===== config.mk =====
export PLATFORM = sky130hd
export DESIGN_NAME = l2_req_out_noc_tx
export DESIGN_NICKNAME = d
export VERILOG_FILES = /design/src/rtl/l2_req_out_noc_tx.sv
export SDC_FILE = /design/constraint.sdc
export NUM_CORES = 1
export LEC_CHECK = 0
export ABC_AREA = 1
export BUFFER_PORTS_ARGS = -buffer_cell sky130_fd_sc_hd__buf_2
export CAP_MARGIN = 20
export CORE_UTILIZATION = 30
export CTS_CLUSTER_SIZE = 20
export DETAILED_ROUTE_END_ITERATION = 12
export SKIP_CTS_REPAIR_TIMING = 1
export SLEW_MARGIN = 20
export SYNTH_ARGS = -nofsm -noshare
export SYNTH_HDL_FRONTEND = slang
export SYNTH_SLANG_ARGS = --single-unit

===== constraint.sdc =====
create_clock -name clk -period 2.9 [get_ports clk]
set_input_delay 0.435 -clock clk [delete_from_list [all_inputs] [get_ports clk]]
set_output_delay 0.435 -clock clk [all_outputs]
set_load 0.01 [all_outputs]

===== src/rtl/l2_req_out_noc_tx.sv =====
// ---------------------------------------------------------------------------
// l2_req_out_noc_tx
//
// Purpose:
//   Downstream stage of the L2 core. Takes one outgoing coherence request per
//   handshake and serializes it onto the request NoC plane. The first flit is
//   a header. It is followed by one data flit for each word whose mask bit is
//   set, sent in ascending word order. Unmasked words are never sent.
//
// Ports:
//   clk, rst                 clock, asynchronous active-low reset
//   l2_req_out_valid/ready   request handshake from the L2 core
//   l2_req_out_coh_msg       coherence message
//   l2_req_out_hprot         hprot bit
//   l2_req_out_addr          line address
//   l2_req_out_word_mask     words targeted or carried
//   l2_req_out_line          line data, word i at [i*WORD_W +: WORD_W]
//   l2_req_out_has_data      message carries data words
//   l2_req_out_dest          destination tile
//   noc_flit_valid/ready     flit handshake toward the NoC
//   noc_flit                 {head, tail, payload}
//   busy                     a message is in flight
// ---------------------------------------------------------------------------
module l2_req_out_noc_tx #(
    parameter int LINE_ADDR_W    = 28,
    parameter int WORD_W         = 64,
    parameter int WORDS_PER_LINE = 4,
    parameter int MSG_W          = 5,
    parameter int DEST_W         = 4
) (
    input  logic                             clk,
    input  logic                             rst,
    input  logic                             l2_req_out_valid,
    output logic                             l2_req_out_ready,
    input  logic [MSG_W-1:0]                 l2_req_out_coh_msg,
    input  logic                             l2_req_out_hprot,
    input  logic [LINE_ADDR_W-1:0]           l2_req_out_addr,
    input  logic [WORDS_PER_LINE-1:0]        l2_req_out_word_mask,
    input  logic [WORD_W*WORDS_PER_LINE-1:0] l2_req_out_line,
    input  logic                             l2_req_out_has_data,
    input  logic [DEST_W-1:0]                l2_req_out_dest,
    output logic                             noc_flit_valid,
    input  logic                             noc_flit_ready,
    output logic [WORD_W+1:0]                noc_flit,
    output logic                             busy
);

    typedef enum logic [1:0] {
        IDLE = 2'd0,
        HEAD = 2'd1,
        DATA = 2'd2
    } state_t;

    localparam logic [WORDS_PER_LINE-1:0] MASK_ONE = WORDS_PER_LINE'(1);

    state_t                             state_q, state_d;
    logic [DEST_W-1:0]                  dest_q, dest_d;
    logic [MSG_W-1:0]                   msg_q, msg_d;
    logic                               hprot_q, hprot_d;
    logic [LINE_ADDR_W-1:0]             addr_q, addr_d;
    logic [WORDS_PER_LINE-1:0]          mask_q, mask_d;
    logic [WORD_W*WORDS_PER_LINE-1:0]   line_q, line_d;
    logic [WORDS_PER_LINE-1:0]          rem_q, rem_d;

    logic                               is_tail;
    logic                               flit_hs;
    logic                               tail_hs;
    logic                               accept;
    logic [WORDS_PER_LINE-1:0]          low_bit;
    logic [WORD_W-1:0]                  header;
    logic [WORD_W-1:0]                  data_word;
    logic                               head_bit;
    logic [WORD_W-1:0]                  payload;

    // State and capture registers. Reset abandons any message in flight.
    always_ff @(posedge clk or negedge rst) begin
        if (!rst) begin
            state_q <= IDLE;
            dest_q  <= '0;
            msg_q   <= '0;
            hprot_q <= 1'b0;
            addr_q  <= '0;
            mask_q  <= '0;
            line_q  <= '0;
            rem_q   <= '0;
        end else begin
            state_q <= state_d;
            dest_q  <= dest_d;
            msg_q   <= msg_d;
            hprot_q <= hprot_d;
            addr_q  <= addr_d;
            mask_q  <= mask_d;
            line_q  <= line_d;
            rem_q   <= rem_d;
        end
    end

    // Tail detection and the handshakes that drive the state machine. The
    // core sees ready in the same cycle the tail flit leaves, so a new request
    // goes straight to HEAD without an idle bubble.
    always_comb begin
        low_bit = rem_q & (~rem_q + MASK_ONE);
        is_tail = 1'b0;
        if (state_q == HEAD) begin
            is_tail = (rem_q == '0);
        end else if (state_q == DATA) begin
            is_tail = ((rem_q & (rem_q - MASK_ONE)) == '0);
        end
        flit_hs          = noc_flit_valid & noc_flit_ready;
        tail_hs          = flit_hs & is_tail;
        l2_req_out_ready = (state_q == IDLE) | tail_hs;
        accept           = l2_req_out_valid & l2_req_out_ready;
    end

    // Next-state logic. A fresh capture takes priority over clearing the
    // bit of a DATA word that completes the previous message.
    always_comb begin
        state_d = state_q;
        dest_d  = dest_q;
        msg_d   = msg_q;
        hprot_d = hprot_q;
        addr_d  = addr_q;
        mask_d  = mask_q;
        line_d  = line_q;
        rem_d   = rem_q;
        case (state_q)
            IDLE: begin
                if (accept) begin
                    state_d = HEAD;
                end
            end
            HEAD, DATA: begin
                if (flit_hs) begin
                    if (is_tail) begin
                        state_d = accept ? HEAD : IDLE;
                    end else begin
                        state_d = DATA;
                    end
                    if (state_q == DATA) begin
                        rem_d = rem_q & ~low_bit;
                    end
                end
            end
            default: state_d = IDLE;
        endcase
        if (accept) begin
            dest_d  = l2_req_out_dest;
            msg_d   = l2_req_out_coh_msg;
            hprot_d = l2_req_out_hprot;
            addr_d  = l2_req_out_addr;
            mask_d  = l2_req_out_word_mask;
            line_d  = l2_req_out_line;
            rem_d   = l2_req_out_has_data ? l2_req_out_word_mask : '0;
        end
    end

    // Flit assembly. Everything comes from registers, so the flit holds
    // steady while the NoC stalls. The downward scan leaves the lowest
    // pending word selected.
    always_comb begin
        header = '0;
        header[WORD_W-1 -: DEST_W]                          = dest_q;
        header[WORD_W-DEST_W-1 -: MSG_W]                    = msg_q;
        header[WORD_W-DEST_W-MSG_W-1]                       = hprot_q;
        header[WORD_W-DEST_W-MSG_W-2 -: WORDS_PER_LINE]     = mask_q;
        header[LINE_ADDR_W-1:0]                             = addr_q;

        data_word = '0;
        for (int i = WORDS_PER_LINE - 1; i >= 0; i--) begin
            if (rem_q[i]) begin
                data_word = line_q[i*WORD_W +: WORD_W];
            end
        end

        noc_flit_valid = (state_q != IDLE);
        busy           = (state_q != IDLE);
        head_bit       = (state_q == HEAD);
        payload        = '0;
        if (state_q == HEAD) begin
            payload = header;
        end else if (state_q == DATA) begin
            payload = data_word;
        end
        noc_flit = noc_flit_valid ? {head_bit, is_tail, payload} : '0;
    end

endmodule


==> results_dict.tcl, run 1 <==
set metrics [dict create \
    p_comb_frac 0.399 \
    min_from "l2_req_out_line[117]" \
    drt_iter0_drc 1266 \
    wl_per_cell_um 18.6 \
    start_util 0.305 \
    synth_area_per_cell_um2 7.97 \
    ant_nets 0 \
    reg2regPathDepth 13 \
    hp-class "input port to register" \
    post-route-util 0.396 \
    wl_met2_um 24200 \
    internal-power_w 0.0118 \
    swShare 0.415 \
    min_path_cells 3 \
    ys_seq_elements 304 \
    syn_nets 2048 \
    insertion_delay_ns 0.55 \
    finalWeightedCongestion 0.875 \
    wl_um 50800 \
    cts_tree "yes" \
    tightest_slew_ns 0.941 \
    drt_pre_antenna_iters 7 \
    switching_power_w 0.00835 \
    numPortBuffers 371 \
    clockBufferDepth 3 \
    synth_cells 1741 \
    root_buffer "clkbuf_16" \
    ys.warnings.count 0 \
    core_um2 45500 \
    worstSetupPathType "register to output pin" \
    power_density_nw_per_um2 1120 \
    layout_common_cells "1010 x nand2_1, 370 x buf_2, 303 x dfrtp_1" \
    fin_crit_ns 2.85 \
    dieArea_um2 47100 \
    startpoint_type "register" \
    io_pins 372 \
    cp-startpoint "state_q[0]$_DFFE_PN0P_" \
    vias 13200 \
    grt_usage 0.210 \
    outcome "finished, final reports clean" \
    nets 2401 \
    detail_route.vias_per_cell 4.83 \
    clk_pin_slew_ns 0.06 \
    dp_hpwl_um 33500 \
    clock_power_share 0.230 \
    slew_violations 0 \
    layout-drive-gt1-share 0.248 \
    wl_met3_um 3880 \
    cts_htree_levels 2 \
    cp.required_ns 2.47 \
    drcViolationCount 0 \
    syn_to_final_growth_pct 29.7 \
    syn_area_um2 13900 \
    grt_overflow 0 \
    finalSetupViolations 0 \
    die_h_um 217 \
    hold_violations 0 \
    first_global_vias 13300 \
    antenna_found_initial 22 \
    slew_headroom 0.372 \
    cp-end-kind "output pin" \
    die_w_um 217 \
    clock-skew-final_ns 0.0142 \
    crit_arrival_ns 2.42 \
    fmax_mhz 350 \
    rows 78 \
    wl_met1_um 21300 \
    hold_end "line_q[117]$_DFFE_PN0P_" \
    critPathMaxFanout 5 \
    period_share 0.984 \
    cap_violations 0 \
    grt_max_degree 120 \
    cts_buffers 38 \
    ff2ff_setup_slack_ns 0.39 \
    reg2reg_to "addr_q[23]$_DFFE_PN0P_" \
    max-vdd-ir-drop_mv 0.597 \
    top_layer "met5" \
    yosysSeqAreaShare 0.548 \
    cellLeakagePower_nw 9.66 \
    total_power_w 0.0201 \
    final_common_cell "nand2_1" \
    yosysUniqueCellTypes 27 \
    p_seq_frac 0.370 \
    grt_pass1_wl_um 75900 \
    cts.sinks 304 \
    reg2reg_from "state_q[1]$_DFFE_PN0P_" \
]
stage by stage:
stage,setup slack (ns),area [um2],hold WS [ns],std cells,setup TNS [ns]
final,0.0453,18000,0.0738,2728,0
after global routing,-0.0207,18000,0.0648,2722,-0.0812
after CTS,-0.352,17500,-0.132,2697,-5.72
after detailed placement,0.266,16300,0.444,2632,0
after global placement,0.257,16300,0.444,2632,0
after floorplan,0.657,13900,0.139,1741,0
per-layer routing:
metal | up-vias | GRT usage
met5 | - | 0
met4 | 24 | 0.0685
met3 | 98 | 0.0492
met2 | 525 | 0.348
met1 | 6270 | 0.268
li1 | 6251 | -
state kept, by name, summed over array words and instances (netlist names):
name     flops
dest_q       4
addr_q      28
rem_q        4
mask_q       4
state_q      2
hprot_q      1
line_q     256
msg_q        5
worst max-delay path by stage:
stage | end | slack, ns | cells after the start
after global placement | noc_flit[51] | 0.26 | 10
final | noc_flit[52] | 0.05 | 10
after floorplan | noc_flit[20] | 0.66 | 10
after detailed placement | noc_flit[51] | 0.27 | 10
after CTS | noc_flit[51] | -0.35 | 10
after global routing | noc_flit[57] | -0.02 | 10
kinds of logic after synthesis:
| kind of cell | share of synthesized area |
|---|---|
| DFF | 0.548 |
| buffers and inverters | 0.0495 |
| and+or+nand+nor | 0.292 |
| AOI/OAI and AO/OA | 0.107 |
| adders and majority gates | 0.00361 |
Yosys cell counts, drive strengths merged:
master	number	area, um2
o221ai	35	307
o211ai	19	143
a22oi	50	375
dfrtp	304	7610
nand3	8	45.0
nand4	1	6.26
a21oi	81	405
o21ai	22	110
ha	4	50.1
inv	20	75.1
a31oi	4	25.0
clkbuf	69	259
nor2	44	165
or2	1	6.26
o22ai	1	6.26
o2111ai	1	8.76
buf	48	353
nand2	1016	3830
a21o	13	97.6
critical path, cell delays in order, from the launching register on:
cell        delay, ns
dfrtp_1          0.43
ha_2             0.23
inv_2            0.07
nand2_4          0.07
buf_12           0.14
clkinvlp_4       0.17
buf_8            0.17
o221ai_1         0.12
a21o_1           0.18
a21oi_2          0.14
buf_2            0.15
power groups by stage:
| stage | Combinational [W] | Sequential, W | Clock (W) |
|---|---|---|---|
| floorplan | 0.00506 | 0.00713 | 0 |
| global placement | 0.00738 | 0.00740 | 0 |
| detailed placement | 0.00751 | 0.00745 | 0 |
| CTS | 0.00756 | 0.00741 | 0.00475 |
| global route | 0.00897 | 0.00768 | 0.00490 |
| finish | 0.00803 | 0.00745 | 0.00463 |
layout make-up:
| class | instances | area (um2) |
|---|---|---|
| repair inverters | 1 | 5.00 |
| clock inverters | 10 | 60.1 |
| well taps | 600 | 751 |
| inverters | 20 | 105 |
| fillers | 4705 | 27500 |
| repair buffers | 429 | 2600 |
| diodes | 9 | 22.5 |
| flip-flops and latches | 304 | 7610 |
| clock buffers | 55 | 1150 |
| multi-input cells | 1300 | 5700 |
No activity file was read; power rests on OpenSTA's default activity.
==> run 2: changes to the inputs <==
Settings changed: ABC_AREA 1 to default, CORE_UTILIZATION 30 to 25.
==> results_dict.tcl, run 2 <==
set metrics [dict create \
    io_pins 372 \
    cp.required_ns 2.47 \
    final_common_cell "buf_2" \
    cts.sinks 304 \
    yosys_most_used_dff "dfrtp_1" \
    min_path_cells 2 \
    rsz0062_at_grt "true" \
    syn_to_final_growth_pct 28.0 \
    finalSetupViolations 0 \
    yosysUniqueCellTypes 34 \
    stdcell_count 2183 \
    synth-compound-area-share 0.0956 \
    synthTopCellsByArea "dfrtp_1 52%, mux2_4 28%, a221o_1 2.9%" \
    yosysTopAreaCell "dfrtp_1" \
    die_w_um 245 \
    synth_area_per_cell_um2 14.6 \
    cp-end-kind "output pin" \
    cts_htree_levels 2 \
    tightest_slew_ns 0.710 \
    placed_cells 2102 \
    wl_per_cell_um 20.6 \
    drt_iter0_drc 611 \
    ant_nets 0 \
    slew_headroom 0.527 \
    reg_top3 "line_q (256), addr_q (28), msg_q (5)" \
    fin_crit_ns 2.80 \
    max-vdd-ir-drop_mv 0.546 \
    dieArea_um2 60000 \
    root_buffer "clkbuf_16" \
    crit_arrival_ns 2.37 \
    yosysTopAreaCellShare 0.516 \
    synth_most_common_cell "dfrtp_1" \
    antenna_found_initial 15 \
    finalWeightedCongestion 0.806 \
    hp-class "input port to register" \
    largest_register "line_q" \
    cts_buffers 38 \
    yosysSeqAreaShare 0.516 \
    vias 10100 \
    outcome "finished, final reports clean" \
    dp_hpwl_um 30400 \
    layout-drive-gt1-share 0.556 \
    clock-skew-final_ns 0.0264 \
    grt_pass1_wl_um 67400 \
    cp-startpoint "rem_q[2]$_DFFE_PN0P_" \
    rows 88 \
    synth_xor_area_frac 0 \
    path_cells "nor2b_4 > buf_12 > a221o_1 > o2111ai_2 > a21oi_1 > buf_2" \
    critPathMaxFanout 34 \
    wl_um 45000 \
    slowest_delay_ns 0.60 \
    grt_max_degree 76 \
    synth_mux_area_frac 0.300 \
    numPortBuffers 371 \
    grt_usage 0.146 \
    layout_common_cells "370 x buf_2, 302 x dfrtp_1, 276 x mux2_4" \
    first_global_vias 10900 \
    cpMaxStageDelayCell "dfrtp_4" \
    reg2regPathDepth 8 \
    nets 1689 \
    reg2reg_from "state_q[1]$_DFFE_PN0P_" \
    min_from "l2_req_out_line[215]" \
    syn_nets 1319 \
    detail_route.vias_per_cell 4.63 \
    synth_cells 1012 \
    synth-simple-area-share 0.0435 \
    setup_tns_ns 0 \
    drt_pre_antenna_iters 5 \
    period_share 0.967 \
    die_h_um 245 \
    final_area_um2 18900 \
    syn_area_um2 14700 \
    synth_edf_count 0 \
    clockBufferDepth 3 \
    largest_reg_flops 256 \
    startpoint_type "register" \
    ys.warnings.count 0 \
    slew_violations 0 \
    cellLeakagePower_nw 9.08 \
    core_um2 58000 \
    grt_overflow 0 \
    synth_fa_ha_area_frac 0.00416 \
    n_fill_cell 5725 \
    cts_tree "yes" \
    hold_violations 0 \
    yosys-top-cells-count "304 x dfrtp_1, 276 x mux2_4, 53 x nand2_1" \
    dpl-instance-area_um2 17600 \
    insertion_delay_ns 0.55 \
    worstSetupPathType "register to output pin" \
    drcViolationCount 0 \
    fmax_mhz 357 \
    power_density_nw_per_um2 1120 \
    ys_seq_elements 304 \
    synth_top_family_by_area "multiplexers" \
    start_util 0.254 \
    clk_pin_slew_ns 0.06 \
    synthArstFlopShare 1.00 \
    cap_violations 0 \
]
[run 2: cell count changes after synthesis, sizes merged, moves of 35 or more]
cell and change:
a221o +42, nor2 -44, mux2 +298, nand2b +43, a22oi -50, nand2 -963
o221ai -35, o2111ai +41, a21oi -39
[run 2: logic make-up (layout without fill, tap and decap cells)]
logic type / Yosys count / count (layout)
AO/OA/AOI/OAI: 181 / 181
adder cells (fa/ha/maj): 5 / 5
buffers and inverters: 92 / 490
flip-flops: 304 / 304
multiplexers: 302 / 302
other: 0 / 7
AND/OR/NAND/NOR: 128 / 129
[run 2: worst paths after layout]
kind | slack, ns | end
min in group asynchronous | 0.47 | line_q[204]$_DFFE_PN0P_
worst min register to register | 0.50 | line_q[4]$_DFFE_PN0P_
max in group asynchronous | 1.53 | line_q[101]$_DFFE_PN0P_
worst max register to register | 0.47 | line_q[164]$_DFFE_PN0P_
worst max-delay path | 0.1 | noc_flit[2]
worst min-delay path | 0.11 | line_q[215]$_DFFE_PN0P_
[run 2: cell type report]
type                       instances  area [um2]  area share
clock buffer                      61        1140      0.0603
timing repair buffer             416        2440       0.129
antenna                            7        17.5    0.000928
tap                              765         957      0.0507
clock inverter                     8        76.3     0.00404
inverter                           5        18.8    0.000994
sequential                       304        7610       0.403
multi-input combinational        617        6620       0.350
[run 2: power breakdown]
| part | leakage, nW | internal [W] | total, W | switching [W] |
|---|---|---|---|---|
| clock network | 0.598 | 0.00278 | 0.00465 | 0.00187 |
| registers | 3.56 | 0.00643 | 0.00778 | 0.00134 |
| logic | 4.92 | 0.00495 | 0.00867 | 0.00372 |
| total | 9.08 | 0.0142 | 0.0211 | 0.00693 |
[run 2: stage by stage]
stage,power [W],hold slack [ns],utilization,worst slack [ns]
2_1_floorplan,0.0140,0.139,-,0.648
5_1_grt,0.0223,0.0818,0.325,-0.0173
3_3_place_gp,0.0162,0.477,0.303,0.463
4_1_cts,0.0212,-0.129,0.324,-0.119
6_report,0.0211,0.108,0.325,0.0963
3_5_place_dp,0.0164,0.480,0.303,0.432
[run 2: metal layers]
metal  global-route usage  vias up  wire length, um
li1                     -     4525                -
met1                0.191     5117            19600
met2                0.230      370            20400
met3               0.0478       77             4080
met4               0.0397       18              893
met5                    0        -              133
[run 2: critical path, delay by kind of cell (launching register included)]
| kind | cells | cell delay (ns) |
|---|---|---|
| buffers and inverters | 2 | 0.40 |
| flip-flops | 1 | 0.60 |
| AO/OA/AOI/OAI | 3 | 0.55 |
| AND/OR/NAND/NOR | 1 | 0.21 |
==> run 3: changes to the inputs <==
Settings changed: CORE_UTILIZATION 25 to 50, PLACE_DENSITY from default to 0.76.
==> results_dict.tcl, run 3 (synthesis results as in run 2) <==
set metrics [dict create \
    setup_tns_ns 0 \
    reg_top3 "line_q (256), addr_q (28), msg_q (5)" \
    reg2reg_from "state_q[1]$_DFFE_PN0P_" \
    dp_slack_ns 0.406 \
    reg2regPathDepth 8 \
    final_common_cell "buf_2" \
    wl_um 40700 \
    max-vdd-ir-drop_mv 0.608 \
    ff2ff_setup_slack_ns 0.37 \
    die_w_um 174 \
    start_util 0.511 \
    crit_cells 7 \
    hold_violations 0 \
    cp-startpoint "state_q[0]$_DFFE_PN0P_" \
    worstSetupPathType "register to output pin" \
    placed_cells 1716 \
    reg2reg_to "line_q[227]$_DFFE_PN0P_" \
    first_global_vias 11100 \
    cp-end-kind "output pin" \
    cts.sinks 304 \
    dieArea_um2 30200 \
    finalSetupViolations 0 \
    crit_arrival_ns 2.40 \
    multi_input_area_um2 6580 \
    numPortBuffers 371 \
    tightest_slew_ns 0.721 \
    stdcell_count 1786 \
    antenna_found_initial 11 \
    cap_violations 0 \
    root_buffer "clkbuf_16" \
    cellLeakagePower_nw 8.97 \
    slew_headroom 0.519 \
    startpoint_type "register" \
    layout_common_cells "370 x buf_2, 302 x dfrtp_1, 276 x mux2_4" \
    finalWeightedCongestion 0.859 \
    largest_register "line_q" \
    n_fill_cell 2193 \
    clk_pin_slew_ns 0.06 \
    cts_tree "yes" \
    io_pins 372 \
    clock-skew-final_ns 0.0132 \
    power_density_nw_per_um2 1130 \
    slowest_delay_ns 0.40 \
    total_power_w 0.0206 \
    wl_per_cell_um 22.8 \
    die_h_um 174 \
    insertion_delay_ns 0.50 \
    grt_pass1_wl_um 63600 \
    grt_overflow 0 \
    final.setup.worst_slack_ns 0.0689 \
    grt_usage 0.270 \
    critPathMaxFanout 14 \
    outcome "finished, final reports clean" \
    path_cells "inv_1 > ha_1 > nor2b_4 > buf_8 > o2111ai_1 > a21oi_1 > buf_2" \
    dp_hpwl_um 27400 \
    layout-drive-gt1-share 0.549 \
    rows 62 \
    vias 10200 \
    cts_buffers 34 \
    slew_violations 0 \
    cts_htree_levels 2 \
    syn_to_final_growth_pct 23.3 \
    drt_iter0_drc 756 \
    endpoint "noc_flit[27]" \
    clockBufferDepth 3 \
    detail_route.vias_per_cell 5.69 \
    fmax_mhz 353 \
    rsz0062_at_grt "true" \
    drcViolationCount 0 \
    path_delay_family "buffers and inverters" \
    grt_max_degree 83 \
    nets 1676 \
    fin_crit_ns 2.83 \
    drt_pre_antenna_iters 5 \
    core_um2 28900 \
    cp.required_ns 2.47 \
    regArea_um2 7610 \
    path_buf_inv 3 \
    cpMaxStageDelayCell "dfrtp_1" \
    period_share 0.976 \
    hold_ws_ns 0.164 \
    hp-class "input port to register" \
    largest_reg_flops 256 \
    ant_nets 0 \
]
-- run 3: cell count changes in the layout (fill, tap and decap cells not counted), sizes merged --
cell and delta:
or2 -1, clkbuf -9, inv -1, diode +4, buf -8, clkinvlp +1
clkinv -4, bufinv +2
-- run 3: report_power, final --
| part | switching [W] | internal (W) | total [W] | leakage (nW) |
|---|---|---|---|---|
| clock network | 0.00168 | 0.00266 | 0.00434 | 0.545 |
| registers | 0.00136 | 0.00643 | 0.00779 | 3.56 |
| logic | 0.00359 | 0.00484 | 0.00843 | 4.87 |
| total | 0.00662 | 0.0139 | 0.0206 | 8.97 |
-- run 3: how the worst min path moves through the flow --
stage / endpoint / slack [ns] / startpoint / cells past startpoint
floorplan: addr_q[0]$_DFFE_PN0P_ / 0.14 / rst / 0
global placement: line_q[52]$_DFFE_PN0P_ / 0.48 / line_q[52]$_DFFE_PN0P_ / 1
detailed placement: line_q[62]$_DFFE_PN0P_ / 0.48 / line_q[62]$_DFFE_PN0P_ / 1
CTS: line_q[190]$_DFFE_PN0P_ / -0.02 / rst / 1
global route: line_q[163]$_DFFE_PN0P_ / 0.14 / l2_req_out_line[163] / 2
finish: line_q[233]$_DFFE_PN0P_ / 0.16 / l2_req_out_line[233] / 2
-- run 3: area by class of cell --
class / instances / area share
flip-flops and latches: 304 / 0.419
multi-input cells: 616 / 0.362
repair buffers: 408 / 0.129
clock buffers: 52 / 0.0555
well taps: 384 / 0.0264
clock inverters: 6 / 0.00613
diodes: 11 / 0.00151
inverters: 5 / 0.00103
-- run 3: per-stage QoR --
| step | area (um2) | util |
|---|---|---|
| 2_1_floorplan | 14700 | - |
| 3_3_place_gp | 17000 | 0.589 |
| 3_5_place_dp | 17000 | 0.589 |
| 4_1_cts | 18100 | 0.628 |
| 5_1_grt | 18200 | 0.630 |
| 6_report | 18200 | 0.630 |
-- run 3: routing by layer --
metal	GRT usage	wire [um]	vias up
li1	-	-	4478
met1	0.352	16700	5141
met3	0.0515	2690	94
met5	0	0	-
met2	0.444	19900	458
met4	0.111	1320	0
